### src/rtl/alu_ctrl_stage.sv
// RV32I decode plus ID/EX pipeline register feeding the ALU; resolves branches from ZeroE.
// Optional branch statistics counters are enabled with `define ALU_CTRL_PERF_EN.
module alu_ctrl_stage #(
    parameter int unsigned DATA_WIDTH    = 32,
    parameter int unsigned CONTROL_WIDTH = 3
) (
    input  logic                     clk,
    input  logic                     rst,
    input  logic [31:0]              InstrD,
    input  logic                     ValidD,
    input  logic [DATA_WIDTH-1:0]    RD1D,
    input  logic [DATA_WIDTH-1:0]    RD2D,
    input  logic [DATA_WIDTH-1:0]    PCD,
    input  logic                     StallE,
    input  logic                     FlushE,
    input  logic                     ZeroE,
    output logic [CONTROL_WIDTH-1:0] ALUctrlE,
    output logic [DATA_WIDTH-1:0]    ALUop1E,
    output logic [DATA_WIDTH-1:0]    ALUop2E,
    output logic [DATA_WIDTH-1:0]    ImmExtE,
    output logic [DATA_WIDTH-1:0]    PCE,
    output logic [DATA_WIDTH-1:0]    WriteDataE,
    output logic [4:0]               RdE,
    output logic [4:0]               Rs1E,
    output logic [4:0]               Rs2E,
    output logic                     RegWriteE,
    output logic                     MemWriteE,
    output logic                     BranchE,
    output logic                     JumpE,
    output logic [1:0]               ResultSrcE,
    output logic                     ValidE,
    output logic                     IllegalE,
    output logic                     PCSrcE
`ifdef ALU_CTRL_PERF_EN
    ,
    output logic [31:0]              BranchCntE,
    output logic [31:0]              TakenCntE
`endif
);

    localparam int unsigned CNT_WIDTH = 32;

    localparam logic [6:0] OP_R      = 7'b0110011;
    localparam logic [6:0] OP_I      = 7'b0010011;
    localparam logic [6:0] OP_LOAD   = 7'b0000011;
    localparam logic [6:0] OP_STORE  = 7'b0100011;
    localparam logic [6:0] OP_BRANCH = 7'b1100011;
    localparam logic [6:0] OP_LUI    = 7'b0110111;
    localparam logic [6:0] OP_JAL    = 7'b1101111;

    localparam logic [CONTROL_WIDTH-1:0] ALU_ADD = CONTROL_WIDTH'(0);
    localparam logic [CONTROL_WIDTH-1:0] ALU_SUB = CONTROL_WIDTH'(1);
    localparam logic [CONTROL_WIDTH-1:0] ALU_AND = CONTROL_WIDTH'(2);
    localparam logic [CONTROL_WIDTH-1:0] ALU_OR  = CONTROL_WIDTH'(3);
    localparam logic [CONTROL_WIDTH-1:0] ALU_SLT = CONTROL_WIDTH'(5);
    localparam logic [CONTROL_WIDTH-1:0] BR_EQ   = CONTROL_WIDTH'(0);
    localparam logic [CONTROL_WIDTH-1:0] BR_NE   = CONTROL_WIDTH'(1);
    localparam logic [CONTROL_WIDTH-1:0] BR_LT   = CONTROL_WIDTH'(2);
    localparam logic [CONTROL_WIDTH-1:0] BR_GE   = CONTROL_WIDTH'(3);

    typedef struct packed {
        logic [CONTROL_WIDTH-1:0] alu_ctrl;
        logic [DATA_WIDTH-1:0]    rd1;
        logic [DATA_WIDTH-1:0]    rd2;
        logic [DATA_WIDTH-1:0]    imm;
        logic [DATA_WIDTH-1:0]    pc;
        logic [4:0]               rd;
        logic [4:0]               rs1;
        logic [4:0]               rs2;
        logic                     reg_write;
        logic                     mem_write;
        logic                     branch;
        logic                     jump;
        logic [1:0]               result_src;
        logic                     alu_src_b;
        logic                     is_lui;
        logic                     valid;
        logic                     illegal;
    } id_ex_t;

    logic [6:0]            opcode;
    logic [2:0]            funct3;
    logic [6:0]            funct7;
    logic [DATA_WIDTH-1:0] imm_i, imm_s, imm_b, imm_u, imm_j;
    id_ex_t                dec_c;
    id_ex_t                id_ex_d, id_ex_q;

    assign opcode = InstrD[6:0];
    assign funct3 = InstrD[14:12];
    assign funct7 = InstrD[31:25];

    assign imm_i = DATA_WIDTH'($signed(InstrD[31:20]));
    assign imm_s = DATA_WIDTH'($signed({InstrD[31:25], InstrD[11:7]}));
    assign imm_b = DATA_WIDTH'($signed({InstrD[31], InstrD[7], InstrD[30:25], InstrD[11:8], 1'b0}));
    assign imm_u = DATA_WIDTH'($signed({InstrD[31:12], 12'b0}));
    assign imm_j = DATA_WIDTH'($signed({InstrD[31], InstrD[19:12], InstrD[20], InstrD[30:21], 1'b0}));

    // Instruction decode; unsupported encodings keep their fields but lose all side effects.
    always_comb begin
        dec_c       = '0;
        dec_c.rd1   = RD1D;
        dec_c.rd2   = RD2D;
        dec_c.pc    = PCD;
        dec_c.rd    = InstrD[11:7];
        dec_c.rs1   = InstrD[19:15];
        dec_c.rs2   = InstrD[24:20];
        dec_c.valid = 1'b1;
        case (opcode)
            OP_R: begin
                dec_c.reg_write = 1'b1;
                if (funct7 == 7'b0000000) begin
                    case (funct3)
                        3'b000:  dec_c.alu_ctrl = ALU_ADD;
                        3'b111:  dec_c.alu_ctrl = ALU_AND;
                        3'b110:  dec_c.alu_ctrl = ALU_OR;
                        3'b010:  dec_c.alu_ctrl = ALU_SLT;
                        default: dec_c.illegal  = 1'b1;
                    endcase
                end else if (funct7 == 7'b0100000 && funct3 == 3'b000) begin
                    dec_c.alu_ctrl = ALU_SUB;
                end else begin
                    dec_c.illegal = 1'b1;
                end
            end
            OP_I: begin
                dec_c.reg_write = 1'b1;
                dec_c.alu_src_b = 1'b1;
                dec_c.imm       = imm_i;
                case (funct3)
                    3'b000:  dec_c.alu_ctrl = ALU_ADD;
                    3'b111:  dec_c.alu_ctrl = ALU_AND;
                    3'b110:  dec_c.alu_ctrl = ALU_OR;
                    3'b010:  dec_c.alu_ctrl = ALU_SLT;
                    default: dec_c.illegal  = 1'b1;
                endcase
            end
            OP_LOAD: begin
                dec_c.reg_write  = 1'b1;
                dec_c.alu_src_b  = 1'b1;
                dec_c.result_src = 2'b01;
                dec_c.imm        = imm_i;
                dec_c.illegal    = (funct3 != 3'b010);
            end
            OP_STORE: begin
                dec_c.mem_write = 1'b1;
                dec_c.alu_src_b = 1'b1;
                dec_c.imm       = imm_s;
                dec_c.illegal   = (funct3 != 3'b010);
            end
            OP_BRANCH: begin
                dec_c.branch = 1'b1;
                dec_c.imm    = imm_b;
                case (funct3)
                    3'b000:          dec_c.alu_ctrl = BR_EQ;
                    3'b001:          dec_c.alu_ctrl = BR_NE;
                    3'b100, 3'b110:  dec_c.alu_ctrl = BR_LT;
                    3'b101, 3'b111:  dec_c.alu_ctrl = BR_GE;
                    default:         dec_c.illegal  = 1'b1;
                endcase
            end
            OP_LUI: begin
                dec_c.reg_write = 1'b1;
                dec_c.alu_src_b = 1'b1;
                dec_c.is_lui    = 1'b1;
                dec_c.imm       = imm_u;
            end
            OP_JAL: begin
                dec_c.reg_write  = 1'b1;
                dec_c.jump       = 1'b1;
                dec_c.result_src = 2'b10;
                dec_c.imm        = imm_j;
            end
            default: dec_c.illegal = 1'b1;
        endcase
        if (dec_c.illegal) begin
            dec_c.reg_write = 1'b0;
            dec_c.mem_write = 1'b0;
            dec_c.branch    = 1'b0;
            dec_c.jump      = 1'b0;
        end
    end

    // ID/EX next state: flush beats stall; a non-valid Decode slot loads a bubble.
    always_comb begin
        id_ex_d = id_ex_q;
        if (FlushE) begin
            id_ex_d = '0;
        end else if (!StallE) begin
            id_ex_d = ValidD ? dec_c : '0;
        end
    end

    always_ff @(posedge clk) begin
        if (rst) begin
            id_ex_q <= '0;
        end else begin
            id_ex_q <= id_ex_d;
        end
    end

    assign ALUctrlE   = id_ex_q.alu_ctrl;
    assign ALUop1E    = id_ex_q.is_lui ? '0 : id_ex_q.rd1;
    assign ALUop2E    = id_ex_q.alu_src_b ? id_ex_q.imm : id_ex_q.rd2;
    assign ImmExtE    = id_ex_q.imm;
    assign PCE        = id_ex_q.pc;
    assign WriteDataE = id_ex_q.rd2;
    assign RdE        = id_ex_q.rd;
    assign Rs1E       = id_ex_q.rs1;
    assign Rs2E       = id_ex_q.rs2;
    assign RegWriteE  = id_ex_q.reg_write;
    assign MemWriteE  = id_ex_q.mem_write;
    assign BranchE    = id_ex_q.branch;
    assign JumpE      = id_ex_q.jump;
    assign ResultSrcE = id_ex_q.result_src;
    assign ValidE     = id_ex_q.valid;
    assign IllegalE   = id_ex_q.illegal;
    assign PCSrcE     = id_ex_q.valid & ((id_ex_q.branch & ZeroE) | id_ex_q.jump);

`ifdef ALU_CTRL_PERF_EN
    logic [CNT_WIDTH-1:0] br_cnt_d, br_cnt_q;
    logic [CNT_WIDTH-1:0] taken_cnt_d, taken_cnt_q;

    // A branch is counted once, on the cycle it leaves Execute.
    always_comb begin
        br_cnt_d    = br_cnt_q;
        taken_cnt_d = taken_cnt_q;
        if (id_ex_q.valid && id_ex_q.branch && !StallE) begin
            br_cnt_d = br_cnt_q + CNT_WIDTH'(1);
            if (ZeroE) begin
                taken_cnt_d = taken_cnt_q + CNT_WIDTH'(1);
            end
        end
    end

    always_ff @(posedge clk) begin
        if (rst) begin
            br_cnt_q    <= '0;
            taken_cnt_q <= '0;
        end else begin
            br_cnt_q    <= br_cnt_d;
            taken_cnt_q <= taken_cnt_d;
        end
    end

    assign BranchCntE = br_cnt_q;
    assign TakenCntE  = taken_cnt_q;
`endif

endmodule

### config.mk
export PLATFORM = sky130hd
export DESIGN_NAME = alu_ctrl_stage
export DESIGN_NICKNAME = d
export VERILOG_FILES = /design/src/rtl/alu_ctrl_stage.sv
export SDC_FILE = /design/constraint.sdc
export NUM_CORES = 1
export LEC_CHECK = 0
export CORE_MARGIN = 2
export CORE_UTILIZATION = 42
export CTS_CLUSTER_DIAMETER = 30
export DETAILED_ROUTE_END_ITERATION = 7
export PLACE_DENSITY = 0.85
export SYNTH_ARGS = -nofsm -noshare
export SYNTH_HDL_FRONTEND = slang
export SYNTH_SLANG_ARGS = --single-unit
export TNS_END_PERCENT = 5
### constraint.sdc
create_clock -name clk -period 2.6 [get_ports clk]
set_input_delay 0.52 -clock clk [delete_from_list [all_inputs] [get_ports clk]]
set_output_delay 0.52 -clock clk [all_outputs]
set_load 0.005 [all_outputs]
==> flow_summary.toml, run 1 <==
[outcome]
outcome = "complete, no violations"

[drt]
wl_per_cell_um = 18.2
vias_per_cell = 5.22
post-route-drc-count = 0
drt-pass1-iter-count = 4
drtIter0Drc = 373
drt_wl_total_mm = 22.4
vias = 6415
drtAntennaViolNets = 0

[power]
power_density_mw_per_mm2 = 542
internal-power_uw = 4320
net-switching-power_uw = 1300
p_comb_share_pct = 10.6
p_leak_uw = 0.00372
fin_total_pwr_uw = 5630
vdd_drop_max_mv = 0.430
p_sw_share_pct = 23.2
seq_power_share_pct = 43.5
clock_power_share_pct = 45.9

[clock_network]
postCtsSetupRepairBufs = 0
root_buffer = "clkbuf_16"
ctsHoldBuffers = 0
clk_pin_slew_ns = 0.06
clock_latency_ns = 0.42
post_cts_resized = 0
cts_sinks = 156
cts_max_path_buffers = 2
numCtsBuffers = 17
htreeDepth = 4
cts_tree = "done"

[critical_path]
cp_cell_sequence = "buf_12 -> mux2_2 -> clkdlybuf4s50_1"
critPathMaxFanout = 30
worstSetupPathType = "reg2out"
crit_cells = 3
worst-path-buf-inv = 2
rr_endpoint = "id_ex_q[2]"
reg2regPathDepth = 3
r2r_setup_slack_ns = 1.66
start_kind = "flop"
worstPathArrival_ns = 1.97
cpLargestDelayFamily = "buffers and inverters"
end_kind = "output pin"
cp.required_ns = 2.08
slowest_delay_ns = 0.46
slowest_stage = "clkdlybuf4s50_1"
r2r-start = "id_ex_q[2]"

[cells_and_area]
drive_gt1_share_pct = 10.3
stdcell_area_mm2 = 0.0104
nFillCells = 1429
diodes = 0
nNetsFinal = 1131
area_delta_synth_final_pct = 45.5
fin_cells = 1230

[min_path]
holdCritPathClass = "reg2reg"
worstHoldStart = "ALUctrlE[1]"
min_to = "ALUctrlE[1]"
hold_depth = 1

[sta]
worst_slack_ns = 0.113
rsz0062_at_grt = "false"
tightest_slew_ns = 1.01
max_slew_margin_pct = 32.4
timing.final.crit_share_pct = 95.7
setup_viol = 0
fmax_mhz = 402
final_hold_viol_count = 0
finalClockSkew_ns = 0
slew_viol_final = 0
finalCriticalPeriod_ns = 2.49

[synth]
synth_common_cells = "156 x dfxtp_1, 137 x nor2_1, 122 x a22oi_1, 121 x buf_4, 54 x clkbuf_1"
synth_top_area_share_pct = 43.8
synthMostInstantiatedCell = "dfxtp_1"
synthCells = 805
yosys.area.top_type = "dfxtp_1"
syn_avg_cell_area_um2 = 8.85
yosys_warnings = 0
synth_edf_count = 0
synth_flop_cell = "dfxtp_1"
syn-num-nets = 939
yosys_register_bits = 156
synth_area_mm2 = 0.00713
synth.distinct_cells = 48
synth_top_cells_by_area = "dfxtp_1 44%, a22oi_1 13%, buf_4 13%, nor2_1 7.2%, mux2_2 5.1%"
yosysSeqAreaShare_pct = 43.8
async_flop_share_pct = 0

[floorplan]
dieArea_mm2 = 0.0180
dieWidth_um = 134
rows = 47
coreArea_mm2 = 0.0166
start_util_pct = 43.0
io-pin-count = 321
chipHeight_um = 134

[place]
dpl-instance-area_mm2 = 0.00976
gp_congestion = 0.898
portBuffers = 320
place_inst = 1198
pre_cts_ws_ns = -0.0850
dp_hpwl_mm = 16.0

[global_routing]
grt_max_degree = 139
grt.overflow.total = 0
grt_pass1_wl_mm = 34.6
grt_usage_pct = 24.5
antenna_found_initial = 0
grt_pass1_vias = 6408

[job]
drv_cap = 0
==> worst register-to-register path, cell delays in order, from the launching register on <==
cell and delay [ns]:
dfxtp_1 0.31, buf_4 0.32, a22oi_1 0.14, nor2_1 0.11
==> state kept, by name, summed over array words and instances, names as in the netlist <==
name        flops
JumpE           1
BranchE         1
RegWriteE       1
Rs1E            5
IllegalE        1
Rs2E            5
ResultSrcE      2
ValidE          1
ALUctrlE        3
MemWriteE       1
WriteDataE     32
ImmExtE        32
PCE            32
id_ex_q        34
RdE             5
==> layout by cell type, fill, tap and decap left out, types with 2 or more instances in the layout <==
master,synthesis,final
inv_1,4,4
a22oi_1,122,122
a21oi_1,30,30
nor2b_1,36,35
clkbuf_16,0,17
nor2_1,137,137
buf_4,121,28
buf_12,0,4
bufinv_16,0,3
and3_1,2,2
nand3_1,3,3
o21ai_0,15,15
inv_8,0,2
mux2_2,32,32
a211oi_1,3,3
clkinvlp_4,0,5
nand2_1,33,33
clkdlybuf4s50_1,0,319
nand3b_1,3,3
nand2b_1,3,3
a2bb2oi_1,8,8
o21a_1,2,2
nor3_1,3,3
nand4_1,4,4
dfxtp_1,156,156
clkbuf_1,54,3
a22o_1,5,5
==> how the worst max path moves through the flow <==
stage                             end  startpoint  slack [ns]
after global routing       ALUop2E[3]  id_ex_q[3]        0.06
after CTS                  ALUop2E[3]  id_ex_q[3]         0.1
after global placement    ImmExtE[20]   InstrD[3]       -0.03
after floorplan           ALUctrlE[2]  InstrD[27]        0.55
after detailed placement  ImmExtE[22]   InstrD[2]       -0.09
final                      ALUop2E[3]  id_ex_q[3]        0.11
==> cell families (layout without fill, tap and decap cells) <==
| kind of cell | count (synthesis) | after routing | share of synthesized area [%] |
|---|---|---|---|
| simple gates | 235 | 235 | 14.9 |
| compound gates | 199 | 199 | 20.0 |
| buf+inv | 182 | 387 | 16.1 |
| flops | 156 | 156 | 43.8 |
| mux | 33 | 33 | 5.20 |
==> power groups by stage <==
stage / Sequential (uW) / Combinational, uW / Clock [uW]
final: 2450 / 597 / 2580
after global routing: 2450 / 644 / 2720
after CTS: 2450 / 599 / 2630
after detailed placement: 2500 / 596 / 0
after global placement: 2500 / 590 / 0
after floorplan: 2490 / 246 / 0
==> stage by stage <==
stage	hold WS, ns	TNS [ns]	util, %
after detailed placement	0.449	-0.596	58.9
after floorplan	0.428	0	-
after global routing	0.473	0	62.6
final	0.469	0	62.6
after CTS	0.465	0	62.6
after global placement	0.437	-0.228	58.9
==> area by class of cell <==
class / count / area, um^2 / share of cell area (%)
timing repair buffer: 351 / 3480 / 33.6
sequential: 156 / 3120 / 30.1
inverter: 4 / 15.0 / 0.145
multi-input combinational: 467 / 2870 / 27.6
tap: 220 / 275 / 2.65
clock inverter: 11 / 159 / 1.53
clock buffer: 21 / 450 / 4.34
==> metal layers <==
layer  global-route usage [%]  up-vias  wire, um
met1                     27.9     3060      8870
met5                        0        -         0
met2                     42.6      249     11200
met4                     9.47        0       576
li1                         -     3071         -
met3                     8.01       35      1740
No activity file was read; power rests on OpenSTA's default activity.
==> run 2, diff against run 1 <==
--- a/config.mk
+++ b/config.mk
@@ -9,6 +9,7 @@
 export CORE_UTILIZATION = 42
 export CTS_CLUSTER_DIAMETER = 30
 export DETAILED_ROUTE_END_ITERATION = 7
+export HOLD_SLACK_MARGIN = 0.12
 export PLACE_DENSITY = 0.85
 export SYNTH_ARGS = -nofsm -noshare
 export SYNTH_HDL_FRONTEND = slang
==> results of run 2 <==
Final layout, timing and power as in run 1 (identical DEF).
==> run 3, diff against run 2 <==
--- a/config.mk
+++ b/config.mk
@@ -14,4 +14,4 @@
 export SYNTH_ARGS = -nofsm -noshare
 export SYNTH_HDL_FRONTEND = slang
 export SYNTH_SLANG_ARGS = --single-unit
-export TNS_END_PERCENT = 5
+export TNS_END_PERCENT = 1
==> results of run 3 <==
Final layout, timing and power as in run 1 (identical DEF).
